$ cat src/rtl/serial_arith_pkg.sv
// Shared types and the digit add/subtract helper for the digit-serial
// arithmetic blocks.
package serial_arith_pkg;

  // Widest digit the helper function can evaluate.
  localparam int DW_MAX = 32;

  typedef enum logic {
    IDLE = 1'b0,
    BUSY = 1'b1
  } state_t;

  typedef enum logic {
    MODE_ADD = 1'b0,
    MODE_SUB = 1'b1
  } mode_t;

  // Ripple add/subtract of the low w bits of a and b.
  // Returns {cout, cmsb, sum}, where cmsb is the carry into bit w-1.
  // Sum bits at and above w are returned as zero.
  function automatic logic [DW_MAX+1:0] digit_addsub(
    input logic [DW_MAX-1:0] a,
    input logic [DW_MAX-1:0] b,
    input logic              cin,
    input mode_t             mode,
    input int                w
  );
    logic [DW_MAX-1:0] sum;
    logic              c;
    logic              cmsb;
    logic              bb;
    sum  = {DW_MAX{1'b0}};
    c    = cin;
    cmsb = 1'b0;
    bb   = 1'b0;
    for (int i = 0; i < DW_MAX; i++) begin
      if (i < w) begin
        bb = (mode == MODE_SUB) ? ~b[i] : b[i];
        if (i == (w - 1)) begin
          cmsb = c;
        end else begin
          cmsb = cmsb;
        end
        sum[i] = a[i] ^ bb ^ c;
        c      = (a[i] & bb) | (a[i] & c) | (bb & c);
      end else begin
        sum[i] = 1'b0;
      end
    end
    return {c, cmsb, sum};
  endfunction

endpackage

$ cat src/rtl/serial_digit_cell.sv
// Combinational DIGIT_W-bit add/subtract cell. In subtract mode b is
// inverted; the caller supplies carry-in 1 on the first digit.
module serial_digit_cell
  import serial_arith_pkg::*;
#(
  parameter int DIGIT_W = 4
) (
  input  logic [DIGIT_W-1:0] a,
  input  logic [DIGIT_W-1:0] b,
  input  logic               cin,
  input  mode_t              mode,
  output logic [DIGIT_W-1:0] sum,
  output logic               cout,
  output logic               cmsb
);

  logic [DW_MAX-1:0] a_ext_s;
  logic [DW_MAX-1:0] b_ext_s;
  logic [DW_MAX+1:0] res_s;
  logic              unused_res_s;

  // Zero-extend the digits and evaluate the shared add/subtract helper.
  always_comb begin
    a_ext_s                = {DW_MAX{1'b0}};
    b_ext_s                = {DW_MAX{1'b0}};
    a_ext_s[DIGIT_W-1:0]   = a;
    b_ext_s[DIGIT_W-1:0]   = b;
    res_s                  = digit_addsub(a_ext_s, b_ext_s, cin, mode, DIGIT_W);
  end

  assign sum          = res_s[DIGIT_W-1:0];
  assign cmsb         = res_s[DW_MAX];
  assign cout         = res_s[DW_MAX+1];
  // Upper sum bits are always zero; fold them so nothing dangles.
  assign unused_res_s = ^res_s;

endmodule

$ cat src/rtl/serial_addsub_digit.sv
// Digit-serial adder/subtractor: one digit pair per valid cycle, LSB first,
// framed by vld/last. Streams result digits one cycle later and presents the
// assembled result, final carry, overflow and length status at frame end.
module serial_addsub_digit
  import serial_arith_pkg::*;
#(
  parameter  int DIGIT_W    = 4,
  parameter  int MAX_DIGITS = 8,
  localparam int RES_W      = DIGIT_W * MAX_DIGITS,
  localparam int CNT_W      = $clog2(MAX_DIGITS + 1)
) (
  input  logic               clk,
  input  logic               rst,
  input  logic               vld,
  input  logic [DIGIT_W-1:0] a,
  input  logic [DIGIT_W-1:0] b,
  input  logic               sub,
  input  logic               last,
  output logic               out_vld,
  output logic [DIGIT_W-1:0] out_digit,
  output logic               out_last,
  output logic               carry_out,
  output logic               ovf,
  output logic               res_vld,
  output logic [RES_W-1:0]   res,
  output logic [CNT_W-1:0]   res_len,
  output logic               err_len
);

  state_t             state_r;
  state_t             state_next_s;
  mode_t              mode_r;
  logic               carry_r;
  logic [CNT_W-1:0]   cnt_r;
  logic [RES_W-1:0]   buf_r;
  logic               err_r;

  mode_t              mode_eff_s;
  logic               cin_s;
  logic [CNT_W-1:0]   cnt_base_s;
  logic               err_base_s;
  logic [RES_W-1:0]   buf_base_s;
  logic               fits_s;
  logic [CNT_W-1:0]   cnt_next_s;
  logic               err_next_s;
  logic [RES_W-1:0]   buf_next_s;
  logic [DIGIT_W-1:0] sum_s;
  logic               cout_s;
  logic               cmsb_s;

  serial_digit_cell #(
    .DIGIT_W (DIGIT_W)
  ) u_cell (
    .a    (a),
    .b    (b),
    .cin  (cin_s),
    .mode (mode_eff_s),
    .sum  (sum_s),
    .cout (cout_s),
    .cmsb (cmsb_s)
  );

  // Frame tracking: a digit with last closes the frame, any other digit opens it.
  always_comb begin
    state_next_s = state_r;
    case (state_r)
      IDLE: begin
        if (vld && !last) begin
          state_next_s = BUSY;
        end else begin
          state_next_s = IDLE;
        end
      end
      BUSY: begin
        if (vld && last) begin
          state_next_s = IDLE;
        end else begin
          state_next_s = BUSY;
        end
      end
      default: begin
        state_next_s = IDLE;
      end
    endcase
  end

  // First digit of a frame takes mode and carry-in from sub and starts from a
  // clean count/buffer; later digits continue from the registered frame state.
  always_comb begin
    mode_eff_s = mode_r;
    cin_s      = carry_r;
    cnt_base_s = cnt_r;
    err_base_s = err_r;
    buf_base_s = buf_r;
    if (state_r == IDLE) begin
      mode_eff_s = mode_t'(sub);
      cin_s      = sub;
      cnt_base_s = {CNT_W{1'b0}};
      err_base_s = 1'b0;
      buf_base_s = {RES_W{1'b0}};
    end else begin
      mode_eff_s = mode_r;
      cin_s      = carry_r;
      cnt_base_s = cnt_r;
      err_base_s = err_r;
      buf_base_s = buf_r;
    end
  end

  // Store the digit into its slot while there is room; otherwise flag overrun.
  always_comb begin
    fits_s     = (cnt_base_s < CNT_W'(MAX_DIGITS));
    buf_next_s = buf_base_s;
    for (int k = 0; k < MAX_DIGITS; k++) begin
      if (fits_s && (cnt_base_s == CNT_W'(k))) begin
        buf_next_s[k*DIGIT_W +: DIGIT_W] = sum_s;
      end else begin
        buf_next_s[k*DIGIT_W +: DIGIT_W] = buf_base_s[k*DIGIT_W +: DIGIT_W];
      end
    end
    if (fits_s) begin
      cnt_next_s = cnt_base_s + CNT_W'(1);
      err_next_s = err_base_s;
    end else begin
      cnt_next_s = cnt_base_s;
      err_next_s = 1'b1;
    end
  end

  // Frame state register.
  always_ff @(posedge clk) begin
    if (rst) begin
      state_r <= IDLE;
    end else begin
      state_r <= state_next_s;
    end
  end

  // Per-frame datapath state; only advances on valid digits so gaps hold it.
  always_ff @(posedge clk) begin
    if (rst) begin
      mode_r  <= MODE_ADD;
      carry_r <= 1'b0;
      cnt_r   <= {CNT_W{1'b0}};
      buf_r   <= {RES_W{1'b0}};
      err_r   <= 1'b0;
    end else if (vld) begin
      mode_r  <= mode_eff_s;
      carry_r <= cout_s;
      cnt_r   <= cnt_next_s;
      buf_r   <= buf_next_s;
      err_r   <= err_next_s;
    end else begin
      mode_r  <= mode_r;
      carry_r <= carry_r;
      cnt_r   <= cnt_r;
      buf_r   <= buf_r;
      err_r   <= err_r;
    end
  end

  // Streamed digit outputs, one cycle behind the input digit.
  always_ff @(posedge clk) begin
    if (rst) begin
      out_vld   <= 1'b0;
      out_last  <= 1'b0;
      out_digit <= {DIGIT_W{1'b0}};
      carry_out <= 1'b0;
      ovf       <= 1'b0;
    end else begin
      out_vld  <= vld;
      out_last <= vld & last;
      if (vld) begin
        out_digit <= sum_s;
        carry_out <= cout_s;
        ovf       <= cout_s ^ cmsb_s;
      end else begin
        out_digit <= out_digit;
        carry_out <= carry_out;
        ovf       <= ovf;
      end
    end
  end

  // Frame result outputs, published on the cycle after the last digit and held.
  always_ff @(posedge clk) begin
    if (rst) begin
      res_vld <= 1'b0;
      res     <= {RES_W{1'b0}};
      res_len <= {CNT_W{1'b0}};
      err_len <= 1'b0;
    end else begin
      res_vld <= vld & last;
      if (vld && last) begin
        res     <= buf_next_s;
        res_len <= cnt_next_s;
        err_len <= err_next_s;
      end else begin
        res     <= res;
        res_len <= res_len;
        err_len <= err_len;
      end
    end
  end

endmodule

$ cat config.mk
export PLATFORM = sky130hd
export DESIGN_NAME = serial_addsub_digit
export DESIGN_NICKNAME = d
export VERILOG_FILES = /design/src/rtl/serial_arith_pkg.sv /design/src/rtl/serial_digit_cell.sv /design/src/rtl/serial_addsub_digit.sv
export SDC_FILE = /design/constraint.sdc
export NUM_CORES = 1
export LEC_CHECK = 0
export BUFFER_PORTS_ARGS = -buffer_cell sky130_fd_sc_hd__buf_4
export CORE_MARGIN = 3
export CORE_UTILIZATION = 45
export DETAILED_ROUTE_END_ITERATION = 10
export GPL_TIMING_DRIVEN = 0
export MAX_ROUTING_LAYER = met4
export PLACE_DENSITY = 0.78
export SYNTH_ARGS = -nofsm -noshare
export SYNTH_HDL_FRONTEND = slang
export SYNTH_SLANG_ARGS = --single-unit
$ cat constraint.sdc
create_clock -name clk -period 4.3 [get_ports clk]
set_input_delay 0.43 -clock clk [delete_from_list [all_inputs] [get_ports clk]]
set_output_delay 0.43 -clock clk [all_outputs]
set_load 0.03 [all_outputs]
==> run summary <==
PortBufs = 57
Power Density = 374 mW/mm2
Final Hold Viols = 0
DRT antenna net count = 0
Antenna violations before repair = 0
Share of cells above drive strength 1 = 18.6%
Crit path top cell by count = fa_1
TritonCTS buffer count = 9
Post-synthesis sequential area ratio = 44.7%
CP bufs+invs = 5
Post-Synthesis Cells = 449
DRC = 0
Pre-Repair DR Iteration Count = 7
DR iter-0 viols = 392
Area of the core = 0.00793 mm2
WP data required = 4590 ps
Clk_skew = 10.2 ps
Setup TNS Final = 0 ps
CTS root buffer = clkbuf_8
Die height = 97.4 um
Max-slew violations = 0
Syn avg cell area = 8.37 um2
Synth top area share = 44.7%
Min cycle time layout = 4040 ps
Vias/cell = 5.81
RSZ-0062 raised after global routing = no
Reg clk slew, reported paths = 90 ps
Worst path top cell family by delay = adder cells
Crit-path max FO = 10
Setup crit start kind = flop
CP max stage cell = a21oi_1
Wirelength per Cell = 17.1 um
Area delta synth->final = 19.7%
WS Path Type = flop to flop
N_diodes = 0
Post-Syn Nets = 470
Hold_ws = 313 ps
Vias post-DR = 3,626
Max-cap viol count = 0
Period utilization = 93.9%
Comb pwr share = 19.5%
Switching Power = 554 uW
Gr ovfl total = 0
Netlist cell types = 39
PostCTS Resize Cnt = 0
Nets = 538
Io pins = 59
Final setup vio count = 0
Fmax = 0.248 GHz
Final setup margin = 261 ps
Gr usage total = 23.4%
H-tree depth = 3
Mapped Area = 0.00376 mm2
Global-route wire length before repair = 17,600 um
CTS tree = done
Post-CTS Repair Setup Buffers = 0
Post-layout util = 56.7%
Die area = 0.00948 mm2
Tightest Pin Transition = 594 ps
# clock sinks = 84
Worst-Skew Late Latency = 370 ps
Synth Flop Type = dfxtp_1
Vias in the first global route = 3,453
Crit. End Element = flop
Placer Congestion = 0.965
Post-DP HPWL = 7730 um
Sw frac = 32.9%
Width of the die = 97.4 um
Reg power frac = 49.2%
Area contributors post-synth = dfxtp_1 (45%), nor2_1 (7.2%), nand2_1 (5.3%)
Internal power = 1.13 mW
Rel. slew slack = 60.4%
Hold WC Path Type = input pin to flop
Asr flop ratio synth = 0%
Largest net degree at the start of global routing = 17
Syn. warnings = 0
Max clock buf depth = 2
Dpl ws = 370 ps
Worst vdd ir = 0.213 mV
Placed cell count = 608
Status = completed
WP data arrival = 4330 ps
Total routed wirelength = 10,600 um
Starting density of the core = 47.4%
Number of cell rows = 32
Yosys top cell by area = dfxtp_1
Clk pwr share = 31.3%
Final cell count without fillers = 624
Hold buffer count at cts = 0
Leak = 1.74 nW
Seq cells post-synth = 84
Crit-path max cell delay = 450 ps
Post-synth EDFFs = 0
Cell Chain, Critical Path = buf_4 -> buf_2 -> a21oi_1 -> xor2_1 -> fa_1 -> fa_1 -> fa_1 -> inv_1 -> fa_1 -> clkbuf_1 -> inv_1 -> nor2_1 -> a31oi_1 -> a31oi_1
-- state kept, by name (all words and copies together) (netlist names), named ones only --
name and cells:
buf_r 32, carry_out 1, cnt_r 4, err_len 1, err_r 1, mode_r 1, out_digit 4, out_vld 1
ovf 1, res 32, res_len 4, res_vld 1
-- layout by cell type, fill, tap and decap left out, types with 2 or more instances in the layout --
cell type	Yosys	final
nor2_1	72	72
fa_1	4	4
ha_1	4	4
mux2i_1	4	4
xor2_1	5	5
a311oi_1	4	4
a31oi_1	9	9
a21oi_1	36	36
a221oi_1	15	15
a21oi_2	4	4
a211oi_1	5	5
clkbuf_8	0	9
nand3_1	18	18
and2_1	4	4
nand3b_1	7	7
a222oi_1	12	12
inv_1	11	11
nor2b_1	13	13
buf_2	11	11
o211ai_1	17	17
dfxtp_1	84	84
clkinv_4	0	4
buf_4	2	59
buf_1	4	4
o21ai_0	4	4
nor3_1	19	19
inv_6	0	2
nand2_1	53	53
clkbuf_1	11	11
nor2_2	2	2
a21o_1	4	4
-- cells in the mapped netlist (5+ instances only) --
library cell   n
a31oi_1        9
xor2_1         5
nor3_1        19
nor2b_1       13
nor2_1        72
a211oi_1       5
nand2_1       53
clkbuf_1      11
nand3b_1       7
a221oi_1      15
dfxtp_1       84
a21oi_1       36
a222oi_1      12
o211ai_1      17
inv_1         11
buf_2         11
nand3_1       18
-- through the flow --
step	cell area (um2)	total power [mW]
5_1_grt	4500	1.75
2_1_floorplan	3760	1.05
3_3_place_gp	4310	1.16
3_5_place_dp	4310	1.17
6_report	4500	1.68
4_1_cts	4500	1.68
-- cells by family (layout without fill, tap and decap cells) --
logic type / count (synthesis) / after routing / synth area share [%]
compound gates: 111 / 111 / 20.8
xor+xnor: 6 / 6 / 1.40
mux: 4 / 4 / 1.07
flops: 84 / 84 / 44.7
fa+ha+maj: 8 / 8 / 3.46
simple gates: 193 / 193 / 23.4
buf+inv: 43 / 116 / 5.16
-- power by group through the flow --
stage	clock, mW	sequential (mW)	combinational, mW
2_1_floorplan	0	0.880	0.170
3_3_place_gp	0	0.844	0.318
3_5_place_dp	0	0.845	0.321
4_1_cts	0.534	0.827	0.323
5_1_grt	0.568	0.831	0.352
6_report	0.527	0.827	0.328
-- tightest hold or removal path, cell delays in order --
cell and delay [ps]:
buf_4 110, nand2_1 50, a21oi_1 50
-- routing by layer --
layer | part of all wire [%] | track usage (%)
met5 | 0 | -
met3 | 7.8 | 4.95
met4 | 1.9 | 6.82
met2 | 44 | 34.7
met1 | 46 | 32.2
-- layout make-up --
cell class                      instances  area (um2)
Multi-Input combinational cell        322        1880
Tap cell                              102         128
Buffer                                 30         143
Inverter                               13        51.3
Clock inverter                          7        60.1
Fill cell                             743        3430
Clock buffer                            9         124
Timing Repair Buffer                   57         428
Sequential cell                        84        1680
-- path summary, 6_finish.rpt --
| check | from | end | slack [ps] | depth (start not counted) |
|---|---|---|---|---|
| hold reg to reg | buf_r[12] | buf_r[12] | 470 | 2 |
| hold / removal | sub | mode_r | 310 | 3 |
| setup / recovery | flop | buf_r[11] | 260 | 14 |
| setup reg to reg | flop | buf_r[11] | 260 | 14 |
Power figures use the tool's default switching activity.
